File: src/rtl/enc_pkg.sv
// Shared definitions for the encryption-path blocks (scytale, caesar, zigzag).
package enc_pkg;

  // Byte that terminates a plaintext frame and kicks off encryption.
  localparam logic [7:0] ENC_START_TOKEN = 8'hFA;

  // Default frame buffer depth in bytes.
  localparam int ENC_MAX_NOF_CHARS = 50;

  // Frame FSM: COLLECT fills the buffer, ENCRYPT streams ciphertext,
  // DRAIN is the single busy cycle spent rejecting an unusable key.
  typedef enum logic [1:0] {
    COLLECT = 2'd0,
    ENCRYPT = 2'd1,
    DRAIN   = 2'd2
  } enc_state_e;

endpackage

File: src/rtl/scytale_idx_gen.sv
// Column-major read address generator for a row-major M x N matrix.
// Walks r = 0..M-1 inside c = 0..N-1 and keeps idx = r*N + c up to date
// with adds only, so no multiplier sits in the per-byte loop.
module scytale_idx_gen #(
  parameter int KEY_WIDTH = 8
) (
  input  logic                   clk,
  input  logic [KEY_WIDTH-1:0]   n_i,
  input  logic [KEY_WIDTH-1:0]   m_i,
  input  logic                   start_i,
  input  logic                   step_i,
  output logic [2*KEY_WIDTH-1:0] idx_o,
  output logic                   last_o
);

  localparam int IDX_W = 2 * KEY_WIDTH;
  localparam logic [KEY_WIDTH-1:0] ONE = KEY_WIDTH'(1);

  logic [KEY_WIDTH-1:0] r_q, r_d;
  logic [KEY_WIDTH-1:0] c_q, c_d;
  logic [IDX_W-1:0]     idx_q, idx_d;

  // Next counter values: restart at (0,0) or advance one matrix element.
  always_comb begin
    r_d   = r_q;
    c_d   = c_q;
    idx_d = idx_q;
    if (start_i) begin
      r_d   = '0;
      c_d   = '0;
      idx_d = '0;
    end else if (step_i) begin
      if (r_q == m_i - ONE) begin
        r_d   = '0;
        c_d   = c_q + ONE;
        idx_d = IDX_W'(c_q + ONE);
      end else begin
        r_d   = r_q + ONE;
        idx_d = idx_q + IDX_W'(n_i);
      end
    end
  end

  // Counter registers; start always precedes use, so no reset is needed.
  always_ff @(posedge clk) begin
    r_q   <= r_d;
    c_q   <= c_d;
    idx_q <= idx_d;
  end

  assign idx_o  = idx_q;
  assign last_o = (r_q == m_i - ONE) && (c_q == n_i - ONE);

endmodule

File: src/rtl/scytale_encryption.sv
// Scytale encryptor: buffers a plaintext frame until the start token, then
// emits the matrix column-major, one ciphertext byte per cycle.
module scytale_encryption
  import enc_pkg::*;
#(
  parameter int               D_WIDTH       = 8,
  parameter int               KEY_WIDTH     = 8,
  parameter int               MAX_NOF_CHARS = ENC_MAX_NOF_CHARS,
  parameter logic [D_WIDTH-1:0] START_TOKEN = D_WIDTH'(ENC_START_TOKEN)
) (
  input  logic                 clk,
  input  logic                 rst,
  input  logic [D_WIDTH-1:0]   data_i,
  input  logic                 valid_i,
  input  logic [KEY_WIDTH-1:0] key_N,
  input  logic [KEY_WIDTH-1:0] key_M,
  output logic [D_WIDTH-1:0]   data_o,
  output logic                 valid_o,
  output logic                 busy
);

  localparam int PTR_W = $clog2(MAX_NOF_CHARS + 1);
  localparam int L_W   = 2 * KEY_WIDTH;

  enc_state_e           state_q;
  logic [PTR_W-1:0]     wr_ptr_q;
  logic [KEY_WIDTH-1:0] n_q, m_q;
  logic                 fin_q;
  logic [D_WIDTH-1:0]   data_q;
  logic                 valid_q;
  logic                 busy_q;

  logic [D_WIDTH-1:0]   mem_q [MAX_NOF_CHARS];

  logic                 tok;
  logic                 byte_ok;
  logic                 room;
  logic [L_W-1:0]       l_tok;
  logic                 frame_ok;
  logic                 start_idx;
  logic                 step_idx;
  logic [L_W-1:0]       idx;
  logic                 last;
  logic [D_WIDTH-1:0]   rd_data;

  // Input qualification and key check; the product is only needed once per frame.
  always_comb begin
    tok      = valid_i && (data_i == START_TOKEN);
    byte_ok  = valid_i && (data_i != START_TOKEN);
    room     = wr_ptr_q < PTR_W'(MAX_NOF_CHARS);
    l_tok    = {{KEY_WIDTH{1'b0}}, key_N} * {{KEY_WIDTH{1'b0}}, key_M};
    frame_ok = (l_tok != '0) && (l_tok <= L_W'(MAX_NOF_CHARS));
    start_idx = (state_q == COLLECT) && tok && frame_ok;
    step_idx  = (state_q == ENCRYPT) && !fin_q;
  end

  scytale_idx_gen #(
    .KEY_WIDTH(KEY_WIDTH)
  ) u_idx_gen (
    .clk    (clk),
    .n_i    (n_q),
    .m_i    (m_q),
    .start_i(start_idx),
    .step_i (step_idx),
    .idx_o  (idx),
    .last_o (last)
  );

  // Positions past the collected bytes (short frame) read as zero padding.
  always_comb begin
    rd_data = '0;
    if (idx < L_W'(wr_ptr_q))
      rd_data = mem_q[idx[PTR_W-1:0]];
  end

  // Frame buffer write; contents survive reset, only wr_ptr is cleared.
  always_ff @(posedge clk) begin
    if (!rst && (state_q == COLLECT) && byte_ok && room)
      mem_q[wr_ptr_q] <= data_i;
  end

  // Frame FSM with registered outputs.
  always_ff @(posedge clk) begin
    if (rst) begin
      state_q  <= COLLECT;
      wr_ptr_q <= '0;
      fin_q    <= 1'b0;
      data_q   <= '0;
      valid_q  <= 1'b0;
      busy_q   <= 1'b0;
    end else begin
      case (state_q)
        COLLECT: begin
          valid_q <= 1'b0;
          if (tok) begin
            n_q     <= key_N;
            m_q     <= key_M;
            fin_q   <= 1'b0;
            busy_q  <= 1'b1;
            state_q <= frame_ok ? ENCRYPT : DRAIN;
          end else if (byte_ok && room) begin
            wr_ptr_q <= wr_ptr_q + PTR_W'(1);
          end
        end
        ENCRYPT: begin
          if (fin_q) begin
            valid_q  <= 1'b0;
            busy_q   <= 1'b0;
            wr_ptr_q <= '0;
            state_q  <= COLLECT;
          end else begin
            data_q  <= rd_data;
            valid_q <= 1'b1;
            fin_q   <= last;
          end
        end
        DRAIN: begin
          valid_q  <= 1'b0;
          busy_q   <= 1'b0;
          wr_ptr_q <= '0;
          state_q  <= COLLECT;
        end
        default: begin
          valid_q  <= 1'b0;
          busy_q   <= 1'b0;
          wr_ptr_q <= '0;
          state_q  <= COLLECT;
        end
      endcase
    end
  end

  assign data_o  = data_q;
  assign valid_o = valid_q;
  assign busy    = busy_q;

endmodule

File: config.mk
export PLATFORM = sky130hd
export DESIGN_NAME = scytale_encryption
export DESIGN_NICKNAME = d
export VERILOG_FILES = /design/src/rtl/enc_pkg.sv /design/src/rtl/scytale_idx_gen.sv /design/src/rtl/scytale_encryption.sv
export SDC_FILE = /design/constraint.sdc
export NUM_CORES = 1
export LEC_CHECK = 0
export CAP_MARGIN = 40
export CORE_MARGIN = 1
export CORE_UTILIZATION = 60
export CTS_CLUSTER_SIZE = 8
export DETAILED_ROUTE_END_ITERATION = 16
export GPL_TIMING_DRIVEN = 0
export PLACE_DENSITY_LB_ADDON = 0.12
export RECOVER_POWER = 100
export SYNTH_ARGS = -nofsm -noshare
export SYNTH_HDL_FRONTEND = slang
export SYNTH_SLANG_ARGS = --single-unit
File: constraint.sdc
create_clock -name clk -period 14.85 [get_ports clk]
set_input_delay 2.97 -clock clk [delete_from_list [all_inputs] [get_ports clk]]
set_output_delay 2.97 -clock clk [all_outputs]
set_load 0.03 [all_outputs]
======== Word level (Yosys, flattened, before mapping) ========
Memories as Yosys holds them, arrays and structs flattened. A register that Yosys moved wholly into a read port is not among the register bits.
Index checks and enable logic that the tools add are counted.
cells by class
  add/subtract/negate cells ............... 7
  multipliers ............................. 1
  divide/modulo/power cells ............... 0
  $lt $le $gt $ge ......................... 3
  equal/unequal tests ..................... 9
  shift-type cells ........................ 0
  multiplexer cells ....................... 22
  bitwise gates (word level) .............. 3
  reduce and logical (&&, ||, !) cells .... 23
operator list
  cell                                                              count
  two-way mux 6 bit                                                 5
  adder 16 x 8 -> 16 bit                                            1
  adder 8 x 1 -> 8 bit (second input constant)                      2
  equality test 8 bit                                               2
  less-or-equal comparator 16 x 6 -> 1 bit (second input constant)  1
  < comparator 16 x 6 -> 1 bit                                      1
  multiplier 8 x 8 -> 16 bit                                        1
  two-way mux 16 bit                                                1
  two-way mux 8 bit                                                 2
  nonzero test 16 bit                                               1
  subtractor 8 x 1 -> 8 bit (second input constant)                 2
  one-hot mux 6 bit (2 select lines)                                1
  logical AND 1 bit                                                 11
  adder 8 x 1 -> 9 bit (second input constant)                      1
  equality test 8 bit (second input constant)                       1
  inequality test 8 bit (second input constant)                     1
  AND reduction 2 bit                                               4
  two-way mux 1 bit                                                 7
  adder 6 x 1 -> 6 bit (second input constant)                      1
  < comparator 6 bit (second input constant)                        1
  two-way mux 2 bit                                                 3
  inequality test 2 bit (second input constant)                     3
  AND reduction 3 bit                                               2
  one-hot mux 1 bit (2 select lines)                                2
  8 further kinds                                                   11
word-level totals
  flip-flop bits (word level) ............. 67
  latch bits .............................. 0
  memory bits (writable) .................. 400
  bits in read-only memories .............. 0
  bits of input ports ..................... 27
  output and inout port bits .............. 10
  word-level logic and storage cells ...... 80
  memories ................................ 1
memory list
  memory  words  bits a word  rd ports  clocked after memory_dff  write ports  line                      text
  mem_q   50     8            1         1                         1            scytale_encryption.sv:33  logic [D_WIDTH-1:0] mem_q [MAX_NOF_CHARS];

======== Longest topological paths before layout ========
Gate-level depths: netlist of the first run.
  word-level depth ........................ 6
  gate-level depth with buffers ........... 18
  depth with buffers taken out ............ 16

======== Hierarchy ========
From an unflattened synthesis of the first run, not the netlist that was laid out.
unflattened totals
  cell total of the unflattened synthesis .. 1361
  area, all modules ....................... 21489.4 µm²
by module, submodules not included
  module              instances  cells an instance  area each (µm²)  sequential area each (µm²)
  scytale_encryption  1          1062               19057.0          12872.3
  scytale_idx_gen     1          299                2432.3           640.6

======== Worst setup path before layout of the first run ========
Ideal clock, no wire load.
  path kind ............................... input port to flip-flop
  from .................................... in key_N[6]
  to ...................................... reg with a tool-made name
  library setup time ...................... 0.143 ns
  arrival ................................. 7.050 ns
  required time ........................... 14.707 ns
  path slack .............................. 7.657 ns
  cell stages on the path ................. 17
  buffers on the path ..................... 2
  cells stage by stage .................... and2_1 > fa_1 > inv_1 > fa_1 > fa_1 > fa_1 > inv_1 > ha_1 > clkbuf_1 > o21a_1 > o21ai_0 > a211oi_1 > o2111a_1 > nand4_1 > nor4_1 > buf_2 > a211oi_1
RTL lines
  what         line                      text
  from (decl)  scytale_encryption.sv:15  input logic [KEY_WIDTH-1:0] key_N,

==> results of run 1 <==
[per-stage QoR]
step / total power (W) / setup WS [ps] / instance area (sq um) / hold WS (ps) / std cells
2_1_floorplan: 0.00187 / 7660 / 21500 / 453 / 1363
3_3_place_gp: 0.00202 / 5910 / 22500 / 469 / 1859
3_5_place_dp: 0.00202 / 6320 / 22600 / 479 / 1872
4_1_cts: 0.00342 / 6910 / 24500 / 487 / 1979
5_1_grt: 0.00353 / 6090 / 24400 / 507 / 1980
6_report: 0.00339 / 6480 / 24400 / 477 / 1980
[cells in the mapped netlist, types with 7 or more instances]
cell type | n | area share
edfxtp_1 | 416 | 0.58
mux4_2 | 107 | 0.11
nand3_1 | 31 | 0.0072
a32o_1 | 7 | 0.0033
o221ai_1 | 7 | 0.0028
a21o_1 | 7 | 0.0024
a21oi_1 | 32 | 0.0074
a211oi_1 | 9 | 0.0031
nand2b_1 | 7 | 0.0020
xor2_1 | 30 | 0.012
mux2_2 | 9 | 0.0047
and2_1 | 39 | 0.011
clkbuf_1 | 31 | 0.0054
nor2_1 | 91 | 0.016
a211o_1 | 8 | 0.0033
ha_1 | 54 | 0.031
nor4_1 | 10 | 0.0029
nand4_1 | 16 | 0.0047
o21ai_0 | 23 | 0.0053
buf_2 | 17 | 0.0040
a31oi_1 | 10 | 0.0029
buf_1 | 8 | 0.0014
a21boi_0 | 8 | 0.0028
inv_1 | 69 | 0.012
nor3_1 | 22 | 0.0051
dfxtp_1 | 57 | 0.053
fa_1 | 37 | 0.034
mux2i_1 | 34 | 0.016
o22ai_1 | 9 | 0.0026
xnor2_1 | 27 | 0.011
nand2_1 | 62 | 0.011
[routing by layer]
| layer | wire, um | up-vias | GRT usage | share of wire |
|---|---|---|---|---|
| li1 | - | 5512 | - | - |
| met3 | 3000 | 77 | 0.0459 | 0.063 |
| met4 | 1040 | 0 | 0.0904 | 0.022 |
| met1 | 19800 | 6250 | 0.369 | 0.42 |
| met2 | 23600 | 472 | 0.455 | 0.50 |
| met5 | 0 | - | 0 | 0 |
[where the power goes]
part / leakage, nW / total, W / internal (W) / switching, W
Sequential: 4.21 / 0.00147 / 0.00146 / 0.0000118
Combinational: 3.31 / 0.000527 / 0.000224 / 0.000302
Clock: 0.924 / 0.00140 / 0.000869 / 0.000526
Total: 8.45 / 0.00339 / 0.00255 / 0.000840
[cell families after synthesis]
| group | Yosys count |
|---|---|
| DFF | 473 |
| and+or+nand+nor | 310 |
| AOI/OAI and AO/OA | 151 |
| muxes | 150 |
| buffers and inverters | 131 |
| adders and majority gates | 91 |
| xor gates and xnor gates | 57 |
[how the worst min path moves through the flow]
stage	startpoint	to	slack [ps]
2_1_floorplan	u_idx_gen.idx_o[7]$_SDFFE_PP0P_	u_idx_gen.idx_o[7]$_SDFFE_PP0P_	450
3_3_place_gp	u_idx_gen.idx_o[7]$_SDFFE_PP0P_	u_idx_gen.idx_o[7]$_SDFFE_PP0P_	470
3_5_place_dp	u_idx_gen.idx_o[7]$_SDFFE_PP0P_	u_idx_gen.idx_o[7]$_SDFFE_PP0P_	480
4_1_cts	data_o[5]$_SDFFE_PP0P_	data_o[5]$_SDFFE_PP0P_	490
5_1_grt	data_o[5]$_SDFFE_PP0P_	data_o[5]$_SDFFE_PP0P_	510
6_report	data_o[5]$_SDFFE_PP0P_	data_o[5]$_SDFFE_PP0P_	480
[final cells by class]
type | instances | area, sq um | share of cell area
flip-flops and latches | 473 | 13600 | 0.559
multi-input cells | 759 | 7340 | 0.301
clock buffers | 105 | 1900 | 0.0781
well taps | 461 | 577 | 0.0237
repair buffers | 49 | 364 | 0.0149
plain buffers | 61 | 273 | 0.0112
inverters | 70 | 263 | 0.0108
clock inverters | 2 | 17.5 | 0.000719
[registers in the layout, indices dropped and copies added, names as in the netlist, named ones only]
signal	cells
mem_q	400
u_idx_gen.idx_o	16
data_o	8
m_q	8
n_q	8
u_idx_gen.c_q	8
u_idx_gen.r_q	8
wr_ptr_q	6
state_q	2
busy	1
fin_q	1
valid_o	1
[cell usage in the layout (no fill, tap or decap), types with 31 or more instances in the layout]
master,Yosys,layout
and2_1,39,38
mux2i_1,34,34
nor2_1,91,91
inv_1,69,69
clkbuf_1,31,88
a21oi_1,32,32
mux4_2,107,107
clkbuf_16,0,71
dfxtp_1,57,57
edfxtp_1,416,416
nand2_1,62,62
fa_1,37,37
nand3_1,31,31
ha_1,54,54
==> impl_metrics.toml, run 1 <==
[yosys]
syn_area_sq_mm = 0.0215
synthMuxAreaShare = 0.132
synth_fp_nets = 1481
synth_fa_ha_area_frac = 0.0658
yosysWarnings = 0
ys_seq_area_frac = 0.633
synthArstFlopShare = 0
ys_ff_latch = 473
synth_flop_cell = "edfxtp_1"
synth_top_family_by_area = "multiplexers"
synth_edf_count = 416
synth_area_per_cell_sq_um = 15.8
synth_compound_area_frac = 0.0489
yosysUniqueCellTypes = 67
yosys.area_share.simple = 0.0713
synthXorXnorAreaFrac = 0.0232
synthCells = 1363

[clocking]
clkTransAtPathRegs_ps = 50
clkLatencyLatePin_ps = 570
ctsHoldBuffers = 0
cts_made_buffers = 69
clockBufferDepth = 3
cts_setup_buffers = 0
cts_resized = 0
root_buffer = "clkbuf_16"
cts_sinks = 473
cts_tree = "built"
htree_levels = 3

[drt]
viasPerCell = 6.22
drt_wl_total_mm = 47.5
postRouteAntennaNets = 0
drt_iter0_drc = 1019
vias = 12311
drcViolationCount = 0
dr.pass1.iters = 7
wl_per_cell_um = 24.0

[worst_setup_path]
crit_family = "adder cells"
end_kind = "register"
rrSetupSlack_ps = 11150
cp_num_buf_inv = 6
r2r_cells = 8
cpPeakStageDelay_ps = 670
r2r-start = "wr_ptr_q[3]$_SDFFE_PP0P_"
reg2reg_to = "mem_q[4][7]$_DFFE_PP_"
critPathSlowestCell = "dlygate4sd3_1"
cp-startpoint = "key_N[6]"
crit_path_cell_trace = "dlygate4sd3_1 -> and2_0 -> fa_1 -> inv_1 -> fa_1 -> fa_1 -> fa_1 -> inv_1 -> ha_1 -> clkbuf_1 -> o21ai_0 -> a21boi_0 -> o21ai_0 -> a211oi_1 -> nand4_1 -> nor4_1 -> clkbuf_1 -> clkbuf_1 -> a211oi_1"
worstSetupPathType = "input port to register"
cp_max_fo = 10
crit_required_ps = 15260
cp.depth = 19
cp_data_arrival_time_ps = 8780
startpoint_type = "input port"
path_common_cell = "fa_1"

[placed_design]
dp_hpwl_mm = 32.3
io_buffers = 35
gp_congestion = 0.883

[power_and_ir_drop]
p_leak_nw = 8.45
peakVddDrop_v = 0.000105
power_density_mw_per_mm2 = 139

[layout]
diodes = 0
fillerInstances = 2417
utilization = 0.689
drive_gt1_frac = 0.142
nNetsFinal = 1601
syn_to_final_growth_pct = 13.2

[floorplan]
num_rows = 69
core_region_area_sq_mm = 0.0354
io_pins = 37
dieArea_sq_mm = 0.0366
fp.dieW_um = 191
start_util = 0.608
die_h_um = 191

[outcome]
violations = "max-capacitance violations, max-slew violations"
status = "complete, but fails checks"

[global_routing]
gr-total-overflow = 0
grt_pass1_vias = 12584
grt_pass1_wl_mm = 74.1
grtUsageTotal = 0.274
grt_max_degree = 52
antenna_found_initial = 1

[sta]
max-slew-margin-rel = -0.559
period_minus_slack_ps = 8370
final-hold-violation-count = 0
finalCritPeriodShare = 0.564
setup-tns-final_ps = 0
fin_skew_ps = 25.1
clock.fmax_mhz = 120
rsz0062_at_grt = "false"
worst_pin_slew_ps = 2340
slew_viol_final = 305
setup_viol = 0

[min_path]
min_path_cells = 1
hold_path_class = "register to register"

[flow_run]
maxCapViolCount = 8
No activity file was read; power rests on OpenSTA's default activity.
==> inputs of run 2 (changes only) <==
--- a/config.mk
+++ b/config.mk
@@ -7,7 +7,7 @@
 export LEC_CHECK = 0
 export CAP_MARGIN = 40
 export CORE_MARGIN = 1
-export CORE_UTILIZATION = 60
+export CORE_UTILIZATION = 57
 export CTS_CLUSTER_SIZE = 8
 export DETAILED_ROUTE_END_ITERATION = 16
 export GPL_TIMING_DRIVEN = 0
==> constraint.sdc (replaced) <==
create_clock -name clk -period 7.25 [get_ports clk]
set_input_delay 1.45 -clock clk [delete_from_list [all_inputs] [get_ports clk]]
set_output_delay 1.45 -clock clk [all_outputs]
set_load 0.03 [all_outputs]
==> run 2 against run 1 <==
Against the previous run: the flow still finishes with violations (max-capacitance violations, max-slew violations); setup slack got worse by 6000 ps; die area increased by 5.2%; via count about the same; power increased by 110%; critical path depth unchanged; sequential power increased by 100%; sequential share of layout area decreased by 0.34 points; clock skew decreased by 0.67 ps; non-clock buffer count increased by 1.
==> impl_metrics.toml, run 2 (synthesis results as in run 1) <==
[min_path]
min_from = "u_idx_gen.idx_o[11]$_SDFFE_PP0P_"
min_to = "u_idx_gen.idx_o[11]$_SDFFE_PP0P_"
hold_path_class = "register to register"
min_path_cells = 2

[floorplan]
io_pins = 37
dieArea_sq_mm = 0.0385
core_region_area_sq_mm = 0.0369
fp.dieW_um = 196
num_rows = 70
start_util = 0.584
die_h_um = 196

[worst_setup_path]
path_common_cell = "fa_1"
reg2reg_to = "data_o[0]$_SDFFE_PP0P_"
cp_max_fo = 10
end_kind = "register"
crit_required_ps = 7650
cp_data_arrival_time_ps = 7220
worstSetupPathType = "input port to register"
crit_family = "adder cells"
startpoint_type = "input port"
rrSetupSlack_ps = 3380
crit_path_cell_trace = "dlygate4sd3_1 -> and2_0 -> fa_1 -> inv_1 -> fa_1 -> fa_1 -> fa_1 -> inv_1 -> ha_1 -> clkbuf_1 -> o21a_1 -> o21ai_0 -> a32oi_1 -> mux2i_1 -> nand4_1 -> nor4_1 -> clkbuf_1 -> clkbuf_2 -> a211oi_1"
critPathSlowestCell = "dlygate4sd3_1"
r2r_cells = 8
cp_num_buf_inv = 6
cpPeakStageDelay_ps = 700

[sta]
slew_viol_final = 297
setup_viol = 0
rsz0062_at_grt = "false"
fin_skew_ps = 24.5
final-hold-violation-count = 0
clock.fmax_mhz = 147
worst_pin_slew_ps = 2480
period_minus_slack_ps = 6820
max-slew-margin-rel = -0.655
finalCritPeriodShare = 0.940

[placed_design]
dp_hpwl_mm = 32.8
place.detailed.instances = 1917
io_buffers = 35
gp_congestion = 0.880

[layout]
final_cells = 2031
largest_register = "mem_q"
diodes = 0
multiInputGateArea_sq_mm = 0.00735
final_cell_mix = "416 x edfxtp_1, 107 x mux4_2, 91 x clkbuf_1, 91 x nor2_1, 72 x clkbuf_16"
fillerInstances = 2573
largest_reg_flops = 400
nNetsFinal = 1602
drive_gt1_frac = 0.146
final_common_cell = "edfxtp_1"
syn_to_final_growth_pct = 13.9
seqCellArea_sq_mm = 0.0136

[power_and_ir_drop]
power_w = 0.00704
peakVddDrop_v = 0.000178
power_density_mw_per_mm2 = 287
p_leak_nw = 8.50

[clocking]
root_buffer = "clkbuf_16"
clkLatencyLatePin_ps = 570
cts_tree = "built"
clkTransAtPathRegs_ps = 50
cts_sinks = 473
clockBufferDepth = 3
cts_setup_buffers = 0
htree_levels = 3
cts_made_buffers = 69
cts_resized = 0
ctsHoldBuffers = 0

[drt]
dr.pass1.iters = 5
wl_per_cell_um = 24.2
drt_iter0_drc = 1062
drcViolationCount = 0
viasPerCell = 6.06
vias = 12318
drt_wl_total_mm = 49.2
postRouteAntennaNets = 0

[global_routing]
met1_usage = 0.342
met3_usage = 0.0524
gr-total-overflow = 0
grt_pass1_vias = 12684
met2_usage = 0.449
grtUsageTotal = 0.264
grt.busiest_layer = "met2"
grt_max_degree = 52
antenna_found_initial = 0
grt_pass1_wl_mm = 75.0

[outcome]
violations = "max-capacitance violations, max-slew violations"
status = "complete, but fails checks"

[flow_run]
maxCapViolCount = 6
==> run 2: how the worst max path moves through the flow <==
stage          startpoint                               to  slack (ps)  depth (start not counted)
2_1_floorplan    key_N[6]                         register        1580                         17
3_3_place_gp     key_N[5]                         register        -350                         18
3_5_place_dp     key_M[2]                         register          40                         19
4_1_cts          key_M[2]  u_idx_gen.idx_o[0]$_SDFFE_PP0P_         630                         19
5_1_grt          key_M[2]  u_idx_gen.idx_o[0]$_SDFFE_PP0P_         220                         19
6_report         key_M[2]  u_idx_gen.idx_o[0]$_SDFFE_PP0P_         430                         19
==> run 2: final cells by class <==
type,instances,area share
plain buffers,61,0.0111
clock buffers,109,0.0800
clock inverters,5,0.00194
inverters,70,0.0107
multi-input cells,759,0.300
flip-flops and latches,473,0.556
well taps,504,0.0257
repair buffers,50,0.0149
==> run 2: where the power goes <==
part	total [W]	switching (W)	internal [W]
clock	0.00294	0.00110	0.00184
sequential	0.00301	0.0000223	0.00299
combinational	0.00108	0.000626	0.000458
total	0.00704	0.00175	0.00529
==> run 2: worst reg2reg max path: stages (launching register included) <==
cell and delay [ps]:
dfxtp_1 300, clkbuf_1 320, clkbuf_1 660, clkbuf_1 680
clkbuf_1 620, mux4_2 430, mux2i_1 260, o221ai_1 210
a32o_1 290
==> run 2: routing by layer <==
| metal | wire (um) | vias to the layer above |
|---|---|---|
| li1 | - | 5518 |
| met3 | 3340 | 102 |
| met1 | 19800 | 6252 |
| met2 | 24700 | 446 |
| met4 | 1400 | 0 |
| met5 | 0 | - |
==> run 2: stage by stage <==
step | cell area (sq um) | setup TNS (ps) | setup slack [ps] | util | hold slack, ps
finish | 24500 | 0 | 434 | 0.665 | 499
global route | 24500 | 0 | 221 | 0.665 | 507
CTS | 24700 | 0 | 632 | 0.669 | 494
detailed placement | 22700 | 0 | 42.0 | 0.615 | 489
global placement | 22500 | -10220 | -353 | 0.610 | 488
floorplan | 21500 | 0 | 1580 | - | 453
